--- config.mk ---
export PLATFORM = sky130hd
export DESIGN_NAME = sram_fb_writer
export DESIGN_NICKNAME = d
export VERILOG_FILES = /design/src/rtl/sram_fb_writer.sv
export SDC_FILE = /design/constraint.sdc
export NUM_CORES = 1
export LEC_CHECK = 0
export ABC_AREA = 1
export BUFFER_PORTS_ARGS = -buffer_cell sky130_fd_sc_hd__buf_4
export CAP_MARGIN = 20
export CORE_MARGIN = 1.5
export CORE_UTILIZATION = 58
export CTS_CLUSTER_DIAMETER = 100
export CTS_CLUSTER_SIZE = 25
export DETAILED_ROUTE_END_ITERATION = 12
export GPL_ROUTABILITY_DRIVEN = 0
export PLACE_DENSITY = 0.73
export RECOVER_POWER = 100
export SYNTH_ARGS = -nofsm -noshare
export SYNTH_HDL_FRONTEND = slang
export SYNTH_SLANG_ARGS = --single-unit
--- constraint.sdc ---
create_clock -name clk -period 6.1 [get_ports clk]
set_input_delay 0.61 -clock clk [delete_from_list [all_inputs] [get_ports clk]]
set_output_delay 0.61 -clock clk [all_outputs]
set_load 0.02 [all_outputs]
--- src/rtl/sram_fb_writer.sv ---
// sram_fb_writer: framebuffer write port for the SXGA video path.
// Host pixel writes are queued in a small FIFO and drained as 3-clock
// asynchronous SRAM write cycles (SETUP / STROBE / HOLD) only when the
// scan-out stage is not fetching and cannot start fetching mid-cycle.
// Optional feature macro: FBW_BYTE_EN_EN adds per-word byte enables (wr_be).
module sram_fb_writer #(
  parameter int DEPTH       = 16,
  parameter int FETCH_START = 407,
  parameter int HCNT_W      = 11
) (
  input  logic                     clk,
  input  logic                     rst,
  input  logic                     wr_valid,
  output logic                     wr_ready,
  input  logic [17:0]              wr_addr,
  input  logic [15:0]              wr_data,
`ifdef FBW_BYTE_EN_EN
  input  logic [1:0]               wr_be,
`endif
  input  logic [HCNT_W-1:0]        hcnt,
  input  logic                     hfetch,
  input  logic                     vvis,
  output logic                     own,
  output logic [17:0]              sram_addr,
  output logic [15:0]              sram_dout,
  output logic                     sram_dout_en,
  output logic                     sram_we_n,
  output logic                     sram_lb_n,
  output logic                     sram_ub_n,
  output logic [$clog2(DEPTH):0]   fifo_level
);

  localparam int AW = $clog2(DEPTH);
`ifdef FBW_BYTE_EN_EN
  localparam int EW = 36;
`else
  localparam int EW = 34;
`endif
  // Last hcnt at which a 3-clock write can start and still release the bus
  // before scan-out begins fetching.
  localparam logic [HCNT_W-1:0] GUARD = HCNT_W'(FETCH_START - 4);

  typedef enum logic [1:0] {S_IDLE, S_SETUP, S_STROBE, S_HOLD} state_t;

  logic [EW-1:0] r_mem [DEPTH];
  logic [AW-1:0] r_wptr;
  logic [AW-1:0] r_rptr;
  logic [AW:0]   r_count;
  state_t        r_state;
  state_t        w_state_nxt;
  logic          w_push;
  logic          w_pop;
  logic          w_go;
  logic [EW-1:0] w_din;
  logic [EW-1:0] w_rd;
  logic [17:0]   r_addr;
  logic [15:0]   r_data;
`ifdef FBW_BYTE_EN_EN
  logic [1:0]    r_be;
  assign w_din = {wr_be, wr_addr, wr_data};
`else
  assign w_din = {wr_addr, wr_data};
`endif

  // Full is judged from the registered count only, so a full FIFO never
  // accepts a word even on a cycle where it is also popped.
  assign wr_ready   = (r_count != (AW+1)'(DEPTH));
  assign w_push     = wr_valid && wr_ready;
  assign fifo_level = r_count;
  assign w_rd       = r_mem[r_rptr];

  assign w_go = !hfetch && (!vvis || (hcnt <= GUARD)) && (r_count != '0);

  // FIFO storage; contents need no reset because the count gates reads.
  always_ff @(posedge clk) begin
    if (w_push) r_mem[r_wptr] <= w_din;
  end

  // FIFO pointers and occupancy count; pointers wrap naturally at DEPTH.
  always_ff @(posedge clk) begin
    if (rst) begin
      r_wptr  <= '0;
      r_rptr  <= '0;
      r_count <= '0;
    end else begin
      if (w_push) r_wptr <= r_wptr + AW'(1);
      if (w_pop)  r_rptr <= r_rptr + AW'(1);
      case ({w_push, w_pop})
        2'b10:   r_count <= r_count + (AW+1)'(1);
        2'b01:   r_count <= r_count - (AW+1)'(1);
        default: r_count <= r_count;
      endcase
    end
  end

  // Write-cycle state register.
  always_ff @(posedge clk) begin
    if (rst) r_state <= S_IDLE;
    else     r_state <= w_state_nxt;
  end

  // Next state and pop: a new word is taken only from IDLE or HOLD.
  always_comb begin
    w_state_nxt = r_state;
    w_pop       = 1'b0;
    case (r_state)
      S_IDLE: begin
        if (w_go) begin
          w_pop       = 1'b1;
          w_state_nxt = S_SETUP;
        end
      end
      S_SETUP:  w_state_nxt = S_STROBE;
      S_STROBE: w_state_nxt = S_HOLD;
      S_HOLD: begin
        if (w_go) begin
          w_pop       = 1'b1;
          w_state_nxt = S_SETUP;
        end else begin
          w_state_nxt = S_IDLE;
        end
      end
      default:  w_state_nxt = S_IDLE;
    endcase
  end

  // Address/data/byte-enable registers load only on the edge entering
  // SETUP, so they stay stable one clock either side of the WE pulse.
  always_ff @(posedge clk) begin
    if (rst) begin
      r_addr <= '0;
      r_data <= '0;
`ifdef FBW_BYTE_EN_EN
      r_be   <= '0;
`endif
    end else if (w_pop) begin
      r_addr <= w_rd[33:16];
      r_data <= w_rd[15:0];
`ifdef FBW_BYTE_EN_EN
      r_be   <= w_rd[35:34];
`endif
    end
  end

  assign own          = (r_state != S_IDLE);
  assign sram_dout_en = own;
  assign sram_we_n    = (r_state != S_STROBE);
  assign sram_addr    = r_addr;
  assign sram_dout    = r_data;
`ifdef FBW_BYTE_EN_EN
  assign sram_lb_n    = own ? ~r_be[0] : 1'b0;
  assign sram_ub_n    = own ? ~r_be[1] : 1'b0;
`else
  assign sram_lb_n    = 1'b0;
  assign sram_ub_n    = 1'b0;
`endif

endmodule

==> summary.md <==
| Metric | Value |
|---|---|
| IO Port Bufs | `90` |
| Hold Path Class | `in2reg` |
| Die X | `204.1 um` |
| Clock root buffer | `clkbuf_16` |
| Hold Path Cell Cnt | `6` |
| Nets | `1962` |
| Clock network fraction of total power | `23.1%` |
| Period minus WS final | `4.475 ns` |
| Ant diodes | `0` |
| Commonest non-fill, non-tap cell in the layout | `edfxtp_1` |
| Netlist cell types | `26` |
| Int Pwr | `6.057 mW` |
| Post-CTS sizing | `0` |
| Total gr overflow | `0` |
| Initial antenna violation count | `1` |
| Synth Register Bits | `593` |
| Critical path required time | `6.29 ns` |
| Count of pins over their slew limit | `524` |
| Net switching power | `2.728 mW` |
| Gate power share | `22.9%` |
| Critical Path Start Type | `flop` |
| TritonRoute pass-1 iters | `5` |
| Vias in the first global route | `13930` |
| DR WL/cell | `21.43 um` |
| CTS clk-pin slew, worst paths | `0.09 ns` |
| R2R cell count | `7` |
| Synthesized area | `0.02345 mm2` |
| Syn-to-layout area delta | `6.087%` |
| Die ar. | `0.04165 mm2` |
| Maximum VDD drop | `0.2959 mV` |
| Share of the synthesized area in the top cell type | `69.65%` |
| Worst-Skew Late Latency | `0.59 ns` |
| Final Cycle Share | `73.36%` |
| # Post-CTS Setup Buffers | `0` |
| Power Density | `353.1 mW/mm2` |
| Gate Count Post-Synth | `1875` |
| Pin count of the biggest net entering global routing | `224` |
| Fmax | `223.5 MHz` |
| Sequential share of the synthesized area | `73.83%` |
| Failing checks | `capacitance limit, slew limit` |
| Commonest non-fill, non-tap cells in the layout | `edfxtp_1, nor2_1, o21ai_0` |
| Die H | `204.1 um` |
| Max-Cap Viols | `25` |
| All-Layer GR Usage | `25.31%` |
| Post-layout util | `62.48%` |
| Post-DRT Antenna Nets | `0` |
| IO Pins | `95` |
| Crit Path Max Fanout | `19` |
| Clock Sink Count | `593` |
| Core ar. | `0.03982 mm2` |
| H-tree Lvls | `1` |
| Layout cell share with drive strength beyond 1 | `3.285%` |
| Final setup vio count | `0` |
| Post-CTS Hold Fix Bufs | `0` |
| Ranking of synthesized cells by area | `edfxtp_1, nor2_1, o21ai_0` |
| Switch share | `31.06%` |
| Pwr Total | `8.785 mW` |
| Final hold vios | `0` |
| Clock skew | `0.01132 ns` |
| Synth warn | `0` |
| Crit Path Class | `reg2reg` |
| Status | `finished, violations left` |
| Worst endpoint data arrival time | `4.66 ns` |
| Crit path capture type | `flop` |
| Clk buf depth | `3` |
| Initial core utilization | `58.90%` |
| Max-slew headroom | `-64.40%` |
| Post-DP HPWL | `26470 um` |
| Cell type with the largest total area after synthesis | `edfxtp_1` |
| CTS tree | `built` |
| Number of buffers created by CTS | `27` |
| Syn avg cell area | `12.51 um2` |
| Vias | `14630` |
| RSZ-0062 raised after global routing | `false` |
| DRC Markers | `0` |
| LEAKAGE | `8.012 nW` |
| # fillers | `3111` |
| Vias per inst | `5.987` |
| Final WL | `52370 um` |
| Fin Hold WS | `0.4116 ns` |
| Setup TNS | `0 ns` |
| Drt initial violations | `1594` |
| Actual slew at the worst max-slew pin | `2.457 ns` |
| FP Rows | `73` |
| Global-route wire length before repair | `80250 um` |
| Sequential fraction of design power | `54.1%` |
[per-layer routing]
metal  track usage, %  wire (um)
met5                0         11
met1            35.91      21730
met4            7.300       1215
met3            2.918       3959
met2            41.74      25450
[cell type report]
class	instances	area (um2)	share of cell area, %
flip-flops and latches	593	17330	69.63
repair buffers	121	596.8	2.399
well taps	525	656.9	2.640
clock inverters	1	7.507	0.03017
inverters	25	98.84	0.3972
multi-input cells	1130	5431	21.83
clock buffers	48	764.5	3.072
[power groups by stage]
stage / clock [mW] / combinational (mW) / sequential (mW)
after global placement: 0 / 2.01 / 4.86
after floorplan: 0 / 1.45 / 4.87
after detailed placement: 0 / 2.06 / 4.87
after global routing: 2.19 / 2.29 / 4.77
after CTS: 2.05 / 2.07 / 4.78
final: 2.03 / 2.01 / 4.75
[through the flow]
stage               instance area, um2  setup WS, ns  cells
finish                           24880         1.625   2443
detailed placement               24540         2.695   2392
floorplan                        23460         2.960   1876
global placement                 24540         2.724   2392
global route                     24880         1.405   2443
CTS                              25310         3.036   2441
[logic make-up after synthesis]
logic type,share of synthesized area (%)
and+or+nand+nor,10.62
DFF,73.83
AOI/OAI and AO/OA,11.54
buffers and inverters,3.062
adders and majority gates,0.7789
xor gates and xnor gates,0.1494
other,0.01599
[worst max-delay path, cell delays in order (launching register included)]
cell and delay, ns:
dfxtp_1 0.38, inv_1 0.10, nand4_1 0.11, nand2_1 0.20, inv_1 0.21, nand2_1 0.14, nor2_1 1.66, clkbuf_1 1.26
[flip-flops by register name (all words and copies together), names as in the netlist]
register    cells
r_rptr          4
r_state         2
sram_dout      16
r_mem         544
fifo_level      5
sram_addr      18
r_wptr          4
[final timing paths]
kind                              to                       start  slack, ns
max reg2reg  r_mem[10][14]$_DFFE_PP_  fifo_level[1]$_SDFFE_PP0P_       1.63
max          r_mem[10][14]$_DFFE_PP_  fifo_level[1]$_SDFFE_PP0P_       1.63
min reg2reg  r_state[0]$_SDFFE_PP0P_     r_state[0]$_SDFFE_PP0P_       0.51
min          r_state[0]$_SDFFE_PP0P_                        vvis       0.41
[synth_stat cells]
library cell	number
nand4_1	2
fa_1	1
conb_1	1
clkbuf_1	65
o21bai_1	1
nand2_1	61
ha_1	13
o21ai_0	251
nand3_1	73
buf_6	9
o21ai_1	68
nor2_1	502
dfxtp_1	49
a211oi_1	1
buf_8	1
buf_1	11
clkinv_1	2
o211ai_1	136
xnor2_1	2
xor2_1	2
buf_4	5
a21oi_1	15
buf_2	37
edfxtp_1	544
inv_1	22
inv_2	1
Note: power is estimated with default switching activity, not from simulation.
